==> src/rtl/divider_pkg.sv <==
// +----------------------------------------------------------------------------+
// | divider_pkg                                                                |
// | Shared state type and sizing constants for the divider sequencer.         |
// | Revision: 1.0                                                              |
// +----------------------------------------------------------------------------+
`default_nettype none

package divider_pkg;

    typedef enum logic [2:0] {
        ST_IDLE  = 3'd0,
        ST_INIT  = 3'd1,
        ST_CHECK = 3'd2,
        ST_SHIFT = 3'd3,
        ST_SUB   = 3'd4,
        ST_DONE  = 3'd5
    } state_t;

    localparam int c_ITERS_DEFAULT = 10;

    // At least one bit so a single-iteration build still has a counter.
    function automatic int cnt_width(input int n);
        return (n > 1) ? $clog2(n) : 1;
    endfunction

    localparam int c_CNT_W = cnt_width(c_ITERS_DEFAULT);

endpackage

`default_nettype wire

==> src/rtl/divider_controller_iter_counter.sv <==
// +----------------------------------------------------------------------------+
// | iter_counter                                                               |
// | Iteration counter that saturates at ITERS-1 and flags the final step.     |
// | Revision: 1.0                                                              |
// +----------------------------------------------------------------------------+
`default_nettype none

module iter_counter
    import divider_pkg::*;
#(
    parameter int ITERS = c_ITERS_DEFAULT
) (
    input  logic clk,
    input  logic rst,
    input  logic i_clr,
    input  logic i_en,
    output logic o_tc
);

    localparam int               c_W    = cnt_width(ITERS);
    localparam logic [c_W-1:0]   c_LAST = c_W'(ITERS - 1);
    localparam logic [c_W-1:0]   c_ONE  = c_W'(1);

    logic [c_W-1:0] r_cnt;

    always_ff @(posedge clk or posedge rst) begin
        if (rst) begin
            r_cnt <= '0;
        end else if (i_clr) begin
            r_cnt <= '0;
        end else if (i_en && (r_cnt != c_LAST)) begin
            r_cnt <= r_cnt + c_ONE;
        end
    end

    assign o_tc = (r_cnt == c_LAST);

endmodule

`default_nettype wire

==> src/rtl/divider_controller.sv <==
// +----------------------------------------------------------------------------+
// | divider_controller                                                         |
// | Restoring-division sequencer driving the A/Q/B datapath strobes.          |
// | Revision: 1.0                                                              |
// +----------------------------------------------------------------------------+
`default_nettype none

module divider_controller
    import divider_pkg::*;
#(
    parameter int ITERS = c_ITERS_DEFAULT
) (
    input  logic clk,
    input  logic rst,
    input  logic start,
    input  logic a_ge_b,
    input  logic dvs_zero,
    output logic ldB,
    output logic ldQ,
    output logic clrA,
    output logic shl,
    output logic ldA,
    output logic setq0,
    output logic busy,
    output logic done,
    output logic err
);

    state_t r_state;
    state_t w_next;
    logic   r_err;
    logic   w_tc;
    logic   w_cnt_clr;
    logic   w_cnt_en;
    logic   w_ld;
    logic   w_clrA;
    logic   w_shl;
    logic   w_ldA;
    logic   w_done;

    iter_counter #(
        .ITERS (ITERS)
    ) u_iter_counter (
        .clk   (clk),
        .rst   (rst),
        .i_clr (w_cnt_clr),
        .i_en  (w_cnt_en),
        .o_tc  (w_tc)
    );

    always_ff @(posedge clk or posedge rst) begin
        if (rst) begin
            r_state <= ST_IDLE;
            r_err   <= 1'b0;
        end else begin
            r_state <= w_next;
            if ((r_state == ST_IDLE) && start) begin
                r_err <= 1'b0;
            end else if ((r_state == ST_CHECK) && dvs_zero) begin
                r_err <= 1'b1;
            end
        end
    end

    always_comb begin
        w_next    = r_state;
        w_cnt_clr = 1'b0;
        w_cnt_en  = 1'b0;
        w_ld      = 1'b0;
        w_clrA    = 1'b0;
        w_shl     = 1'b0;
        w_ldA     = 1'b0;
        w_done    = 1'b0;
        case (r_state)
            ST_IDLE: begin
                if (start) begin
                    w_next = ST_INIT;
                end
            end
            ST_INIT: begin
                w_ld      = 1'b1;
                w_clrA    = 1'b1;
                w_cnt_clr = 1'b1;
                w_next    = ST_CHECK;
            end
            ST_CHECK: begin
                w_next = dvs_zero ? ST_DONE : ST_SHIFT;
            end
            ST_SHIFT: begin
                w_shl  = 1'b1;
                w_next = ST_SUB;
            end
            ST_SUB: begin
                // Restore is implicit: A is simply not reloaded when the trial subtract borrows.
                w_ldA = a_ge_b;
                if (w_tc) begin
                    w_next = ST_DONE;
                end else begin
                    w_cnt_en = 1'b1;
                    w_next   = ST_SHIFT;
                end
            end
            ST_DONE: begin
                w_done = 1'b1;
                w_next = ST_IDLE;
            end
            default: begin
                w_next = ST_IDLE;
            end
        endcase
    end

    assign ldB   = w_ld;
    assign ldQ   = w_ld;
    assign clrA  = w_clrA;
    assign shl   = w_shl;
    assign ldA   = w_ldA;
    assign setq0 = w_ldA;
    assign busy  = (r_state != ST_IDLE);
    assign done  = w_done;
    assign err   = r_err;

endmodule

`default_nettype wire
==> config.mk <==
export PLATFORM = sky130hd
export DESIGN_NAME = divider_controller
export DESIGN_NICKNAME = d
export VERILOG_FILES = /design/src/rtl/divider_pkg.sv /design/src/rtl/divider_controller_iter_counter.sv /design/src/rtl/divider_controller.sv
export SDC_FILE = /design/constraint.sdc
export NUM_CORES = 1
export LEC_CHECK = 0
export CAP_MARGIN = 0
export CORE_AREA = 2 2 39 41
export DETAILED_ROUTE_END_ITERATION = 10
export DIE_AREA = 0 0 41 43
export HOLD_SLACK_MARGIN = 0.12
export PLACE_DENSITY = 0.65
export SYNTH_ARGS = -nofsm -noshare
export SYNTH_HDL_FRONTEND = slang
export SYNTH_SLANG_ARGS = --single-unit
==> constraint.sdc <==
create_clock -name clk -period 1.2 [get_ports clk]
set_input_delay 0.18 -clock clk [delete_from_list [all_inputs] [get_ports clk]]
set_output_delay 0.18 -clock clk [all_outputs]
set_load 0.02 [all_outputs]
======== Word-level counts from Yosys, hierarchy flattened ========
Index checks and enable logic that the tools add are counted.
operators by class
  bitwise gates (word level) .............. 0
  add/subtract/negate cells ............... 1
  equal/unequal tests ..................... 8
  magnitude comparators ................... 0
  shifts and indexed selects .............. 0
  reductions and logical operators ........ 7
  multiply operators ...................... 0
  div/mod/pow operators ................... 0
  muxes and demuxes ....................... 14
operator list
  kind                                            count
  case mux 3 bit (5 select lines)                 1
  2-to-1 mux 3 bit                                3
  2-to-1 mux 1 bit                                8
  2-to-1 mux 4 bit                                2
  == test 3 x 2 -> 1 bit (second input constant)  2
  == test 3 bit (second input constant)           2
  adder 4 x 1 -> 4 bit (second input constant)    1
  == test 4 bit (second input constant)           1
  inequality test 4 bit (second input constant)   1
  nonzero test 2 bit                              2
  == test 3 x 1 -> 1 bit (second input constant)  1
  logical AND 1 bit                               3
  logical NOT 3 bit                               1
  nonzero test 3 bit                              1
  inequality test 2 bit (second input constant)   1
storage, ports and cells
  memory bits (read-only) ................. 0
  latch bits .............................. 0
  word-level logic and storage cells ...... 33
  bits of input ports ..................... 5
  register bits after elaboration ......... 8
  memories ................................ 0
  output and inout port bits .............. 9
  RAM bits ................................ 0

======== Longest topological paths before layout ========
Gate-level depths: netlist (run 1).
  word-level depth ........................ 6
  mapped depth ............................ 5
  gate-level depth less buffers ........... 5

======== Cells and area by module ========
Synthesis (run 1) repeated with hierarchy kept, for this count alone.
unflattened totals
  cell total of the unflattened synthesis .. 54
  area, all modules ....................... 525.5 sq um
by module, submodules not included
  module              area each (sq um)  seq. area each (sq um)  instances  cells each
  divider_controller  285.3              100.1                   1          30
  iter_counter        240.2              100.1                   1          24

======== Least setup slack after synthesis (run 1) ========
No wires, ideal clock.
  path type ............................... flip-flop to output port
  start point ............................. reg r_state[1]
  end point ............................... out ldB
  buffers on the path ..................... 1
  data required time ...................... 1.020 ns
  data arrival time ....................... 1.227 ns
  setup slack ............................. -0.207 ns
  stages on the path, launching flop included .. 4
  path through ............................ dfrtp_1 -> or3b_4 -> inv_1 -> buf_4
on the way
  word-level cells in the longest chain between the ends .. 2
ends and longest elaborated chain
  item                    line                      source
  start, declared         divider_controller.sv:29  state_t r_state;
  start signal, assigned  divider_controller.sv:56  r_state <= w_next;
  == test 3 x 1 -> 1 bit  -
  2-to-1 mux 1 bit        -
  end, declared           divider_controller.sv:18  output logic ldB,
No other way between the ends.

======== Final worst setup path (run 1) ========
  start point ............................. reg r_state[0]
  end point ............................... out busy
on the way
  word-level cells in the longest chain between the ends .. 1
ends and longest elaborated chain
  item                line                       source
  nonzero test 3 bit  divider_controller.sv:119  assign busy = (r_state != ST_IDLE);
  end, declared       divider_controller.sv:24   output logic busy,
No other way between the ends.

==> impl_metrics.csv, run 1 <==
group,metric,value,unit
timing,fmax,686,MHz
critical_path,path_depth,3,
synthesis,synth_cell_type_count,26,
synthesis,yosysSeqAreaShare,40.3,%
drt,drt_wl_total,1.09,mm
timing,postLayoutSetupSlackWorst,-257,ps
timing,maxSlewViolCount,0,
pwr,ir_drop,0.886,mV
cells_and_area,fin_area,752,um^2
cells_and_area,final_util,54.3,%
critical_path,path_delay_family,"flip-flops",
critical_path,ff2ff_setup_slack,-20,ps
synthesis,avgSynthCellArea,9.74,um^2
placement,place_ws,-442,ps
clocking,cts_max_level,1,
critical_path,end_kind,"primary output",
grt,grt_use_total,15.3,%
grt,grt_overflow,0,
grt,grt_pass1_vias,458,
clocking,cts_tree,"yes",
floorplan,die-area,0.00176,mm^2
drt,drt_first_iter_violations,5,
clocking,insertion_delay,250,ps
pwr,combPwrFrac,66.1,%
critical_path,crit_end,"busy",
critical_path,reg2reg_depth,4,
pwr,power_density,2580,mW/mm^2
synthesis,synth_nets,58,
grt,grt_pass1_wl,1.86,mm
job,max-cap-violations,0,
placement,post_dp_cell_area,689,um^2
pwr,finalPower,1.94,mW
synthesis,yosys_warnings,0,
cells_and_area,n_antenna_cell,0,
drt,drc,0,
pwr,seqPwrFrac,22.5,%
critical_path,critPathSlowestCell,"dfrtp_1",
critical_path,critical_path_buf_inv_count,2,
cells_and_area,num-nets-final,82,
drt,drt.antenna.violating_nets,0,
critical_path,cp.arrival,1280,ps
floorplan,pin_count,14,
critical_path,r2r_start,"r_state[1]$_DFFE_PP0P_",
outcome,status,"finished, violations left",
synthesis,syn-cell-area,497,um^2
grt,grt_max_degree,16,
clocking,clk_path_buf_depth,2,
cells_and_area,drive_above_1_share,41.9,%
timing,worst_clock_skew,4.02,ps
timing,post-route-period-util,121,%
drt,first_pass_iters,3,
synthesis,synth_top_area_share,40.3,%
critical_path,cp_common_cell,"buf_6",
critical_path,cp_cell_sequence,"buf_6 > or3_1 > buf_6",
cells_and_area,area_delta_synth_final,51.4,%
timing,worst_slew_margin_rel,79.2,%
floorplan,core_area,0.00138,mm^2
drt,vias,451,
clocking,cts_root_buf,"clkbuf_4",
critical_path,critPathKind,"flip-flop to primary output",
critical_path,setup.worst_path.start,"r_state[0]$_DFFE_PP0P_",
hold_path,hold_class,"input port to async pin",
synthesis,postSynthCellCount,51,
outcome,violations,"negative setup slack",
drt,vias_per_cell,5.01,
placement,routabilityCongestion,0.766,
synthesis,ys_top_cells_by_area,"dfrtp_1 40%, mux2i_1 6.0%, buf_4 6.0%",
critical_path,path_max_fanout,3,
placement,port_buffers,13,
timing,rsz0062_at_grt,"yes",
pwr,swShare,41.1,%
placement,dp_hpwl,826,um
drt,wl_per_cell,12.1,um
cells_and_area,final_cell_mix,"11 x buf_4, 8 x buf_6, 7 x dfrtp_1, 5 x nand2_1, 4 x clkdlybuf4s50_1",
clocking,hold_buffers,0,
floorplan,num_rows,14,
pwr,p_leak,0.368,nW
pwr,clockPowerShare,11.4,%
synthesis,synth_seq_cells,8,
critical_path,startpoint_type,"flip-flop",
pwr,p_int,1.14,mW
clocking,cts_inserted_buffers,3,
critical_path,slowest_delay,410,ps
floorplan,die_w,41,um
critical_path,worstPathRequired,1020,ps
floorplan,start_util,35.9,%
critical_path,r2r-end,"u_iter_counter.r_cnt[2]$_DFFE_PP0P_",
cells_and_area,final_common_cell,"buf_4",
timing,hold_viol_final,0,
synthesis,yosysTopAreaCell,"dfrtp_1",
clocking,cts_sinks,8,
clocking,clk_pin_slew,60,ps
timing,tightest_slew,312,ps
timing,period_minus_slack,1460,ps
timing,tns,-1610,ps
pwr,p_sw,0.796,mW
grt,grt_antenna_before_repair,0,
floorplan,die_height,43,um
timing,setup_viol,11,
area by class of cell:
cell class,count,area (um^2)
fill,130,632
multi-input combinational,34,263
timing repair buffer,24,221
sequential,8,201
clock buffer,4,26.3
inverter,4,20.0
tap,16,20.0
per-layer routing:
layer / GRT usage [%] / wire length, um
met5: 0 / 0
met4: 6.00 / 0
met3: 3.14 / 23
met2: 23.8 / 600
met1: 20.1 / 466
power by group through the flow:
stage | logic (mW) | registers, mW | clock network, mW
detailed placement | 1.19 | 0.435 | 0
CTS | 1.28 | 0.437 | 0.228
finish | 1.28 | 0.437 | 0.221
floorplan | 0.693 | 0.484 | 0
global placement | 1.17 | 0.433 | 0
global route | 1.38 | 0.448 | 0.252
how the worst min path moves through the flow:
| stage | startpoint | to | slack [ps] | cells after the start |
|---|---|---|---|---|
| CTS | rst | u_iter_counter.r_cnt[1]$_DFFE_PP0P_ | 180 | 2 |
| global placement | rst | err$_DFFE_PP0P_ | 450 | 2 |
| floorplan | rst | err$_DFFE_PP0P_ | -4 | 1 |
| detailed placement | rst | err$_DFFE_PP0P_ | 450 | 2 |
| finish | rst | r_state[2]$_DFFE_PP0P_ | 190 | 2 |
| global route | rst | r_state[2]$_DFFE_PP0P_ | 210 | 2 |
through the flow:
stage | hold WS [ps] | cells
floorplan | -4.41 | 51
global placement | 451 | 85
detailed placement | 453 | 85
CTS | 181 | 91
global route | 215 | 90
finish | 189 | 90
kinds of logic after synthesis:
kind of cell / Yosys count / synth area share (%)
AOI/OAI and AO/OA: 6 / 8.82
adders and majority gates: 2 / 5.04
buffers and inverters: 9 / 11.3
DFF: 8 / 40.3
muxes: 3 / 6.05
and+or+nand+nor: 23 / 28.5
repair_timing:
item                       in CTS  in global routing
pin swaps                       3                  2
resized for setup              49                  5
setup endpoints to repair      12                 11
buffers inserted                2                  0
sequential cells by signal (all words and copies together) (netlist names):
register / flops
err: 1
r_state: 3
u_iter_counter.r_cnt: 4
cell usage after synthesis:
| master | count |
|---|---|
| nand3_1 | 3 |
| o32ai_1 | 1 |
| a41oi_1 | 1 |
| buf_6 | 1 |
| nand3_2 | 1 |
| buf_4 | 4 |
| nand3b_1 | 2 |
| nand2_1 | 5 |
| inv_2 | 1 |
| or3b_4 | 1 |
| nor2_2 | 1 |
| mux2i_1 | 3 |
| a211oi_1 | 1 |
| a21oi_1 | 1 |
| nand4b_1 | 1 |
| or3_1 | 1 |
| and3_1 | 3 |
| o2bb2ai_1 | 1 |
| ha_1 | 2 |
| inv_1 | 3 |
| o21ai_0 | 1 |
| dfrtp_1 | 8 |
| nand4_1 | 1 |
| nor3_1 | 1 |
| nor3b_2 | 1 |
| nor2_1 | 2 |
No activity file was read; power rests on OpenSTA's default activity.
==> run 2, diff against run 1 <==
- CORE_AREA: 2 2 39 41 -> 5 5 42 44
- DIE_AREA: 0 0 41 43 -> 0 0 47 49
==> run 2 against run 1 <==
Against the previous run:
- the run still ends with negative setup slack left
- worst hold slack lost 29 ps
- sequential cell count is the same
- maximum frequency grew 0.33%
- critical path depth is the same
- die area grew 31%
- clock skew grew 1.3 ps
- sequential share of layout area shrank 1.3 points
- utilization grew 2.1 points
- critical path type unchanged
- critical endpoint is now ldQ
- highest routed layer is now met4
==> impl_metrics.csv, run 2 (synthesis gave the netlist of run 1 again) <==
group,metric,value,unit
critical_path,path_max_fanout,4,
cells_and_area,fin_area,791,um^2
drt,wl_met2,645,um
pwr,power_density,2610,mW/mm^2
clocking,cts_inserted_buffers,3,
timing,postLayoutSetupSlackWorst,-252,ps
drt,met1Wirelength,473,um
cells_and_area,final_common_cell,"buf_4",
cells_and_area,top_register,"u_iter_counter.r_cnt",
clocking,insertion_delay,250,ps
pwr,finalPower,2.06,mW
cells_and_area,num-nets-final,86,
timing,setup_viol,12,
cells_and_area,area_delta_synth_final,59.2,%
critical_path,path_delay_family,"flip-flops",
clocking,clk_path_buf_depth,2,
pwr,ir_drop,1.40,mV
placement,place_ws,-464,ps
outcome,violations,"negative setup slack",
floorplan,core_area,0.00140,mm^2
drt,drt.antenna.violating_nets,0,
floorplan,die_w,47,um
timing,maxSlewViolCount,0,
grt,grt_max_degree,12,
critical_path,cp_cell_sequence,"or3b_4 > inv_4 > buf_4",
drt,routed.top_layer,"met4",
pwr,p_sw,0.834,mW
drt,wl_met3,53,um
grt,grt_pass1_vias,424,
cells_and_area,n_antenna_cell,0,
critical_path,critPathKind,"flip-flop to primary output",
timing,tightest_slew,288,ps
clocking,cts_tree,"yes",
cells_and_area,num-fill-cells,136,
drt,vias,462,
critical_path,end_kind,"primary output",
drt,first_pass_iters,2,
cells_and_area,drive_above_1_share,48.7,%
timing,hold_slack,160,ps
drt,wl_per_cell,12.7,um
floorplan,die_height,49,um
placement,post_dp_cell_area,704,um^2
timing,fmax,689,MHz
grt,grt_pass1_wl,1.83,mm
floorplan,pin_count,14,
critical_path,cp.arrival,1270,ps
floorplan,num_rows,14,
pwr,seqPwrFrac,20.8,%
floorplan,die-area,0.00230,mm^2
clocking,clk_pin_slew,60,ps
placement,routabilityCongestion,0.784,
pwr,p_leak,0.396,nW
critical_path,critical_path_buf_inv_count,2,
drt,drt_wl_total,1.19,mm
clocking,hold_buffers,0,
floorplan,start_util,35.4,%
pwr,combPwrFrac,68.6,%
pwr,clockPowerShare,10.6,%
cells_and_area,final_util,56.4,%
timing,post-route-period-util,121,%
job,max-cap-violations,0,
grt,grt_antenna_before_repair,0,
placement,dp_hpwl,967,um
hold_path,hold_class,"input port to async pin",
cells_and_area,final_cells,94,
drt,drc,0,
cells_and_area,largest_register_ffs,4,
timing,hold_viol_final,0,
critical_path,critPathSlowestCell,"dfrtp_2",
placement,port_buffers,13,
critical_path,startpoint_type,"flip-flop",
grt,grt_overflow,0,
critical_path,worstPathRequired,1020,ps
timing,worst_slew_margin_rel,80.8,%
timing,period_minus_slack,1450,ps
timing,rsz0062_at_grt,"yes",
critical_path,slowest_delay,410,ps
grt,grt_use_total,11.1,%
outcome,status,"finished, violations left",
drt,drt_first_iter_violations,4,
cells_and_area,final_cell_mix,"14 x buf_4, 9 x buf_6, 7 x dfrtp_1, 4 x nand2_1, 4 x clkdlybuf4s50_1",
clocking,cts_sinks,8,
pwr,p_int,1.23,mW
clocking,cts_max_level,1,
drt,vias_per_cell,4.91,
placement,dp.cells,87,
pwr,swShare,40.4,%
timing,tns,-2460,ps
timing,worst_clock_skew,5.30,ps
clocking,cts_root_buf,"clkbuf_4",
-- run 2: final timing paths --
check	startpoint	end	slack [ps]	depth (start not counted)
min reg2reg	err$_DFFE_PP0P_	err$_DFFE_PP0P_	510	1
max reg2reg	r_state[1]$_DFFE_PP0P_	u_iter_counter.r_cnt[1]$_DFFE_PP0P_	-220	6
max in group asynchronous	rst	r_state[1]$_DFFE_PP0P_	800	2
min in group clk	err$_DFFE_PP0P_	err$_DFFE_PP0P_	510	1
min	rst	u_iter_counter.r_cnt[3]$_DFFE_PP0P_	160	2
max	r_state[1]$_DFFE_PP0P_	ldQ	-250	3
-- run 2: worst register-to-register path: stages, from the launching register on --
cell and delay [ps]:
dfrtp_2 410, or3b_4 400, buf_4 150, buf_6 100, buf_6 110, nand2_2 50, mux2i_1 70
-- run 2: metal layers --
metal | vias up | track usage, %
met5 | - | 0
met4 | 0 | 6.91
met3 | 2 | 1.48
met2 | 9 | 17.6
met1 | 217 | 13.3
li1 | 234 | -
-- run 2: cell type report --
cell class	count	area [um^2]	area share, %
clock buffers	4	26.3	3.32
flip-flops and latches	8	201	25.5
repair buffers	28	255	32.3
multi-input cells	34	270	34.2
inverters	4	17.5	2.22
well taps	16	20.0	2.53
-- run 2: repair_timing --
action | in CTS | in global routing
endpoints found under the setup margin | 13 | 14
resized for setup | 46 | 10
setup buffers | 2 | 1
-- run 2: power by group through the flow --
stage	combinational, mW	sequential, mW	clock [mW]
floorplan	0.693	0.484	0
global placement	1.21	0.426	0
detailed placement	1.23	0.433	0
CTS	1.31	0.429	0.227
global route	1.52	0.441	0.240
finish	1.41	0.429	0.218
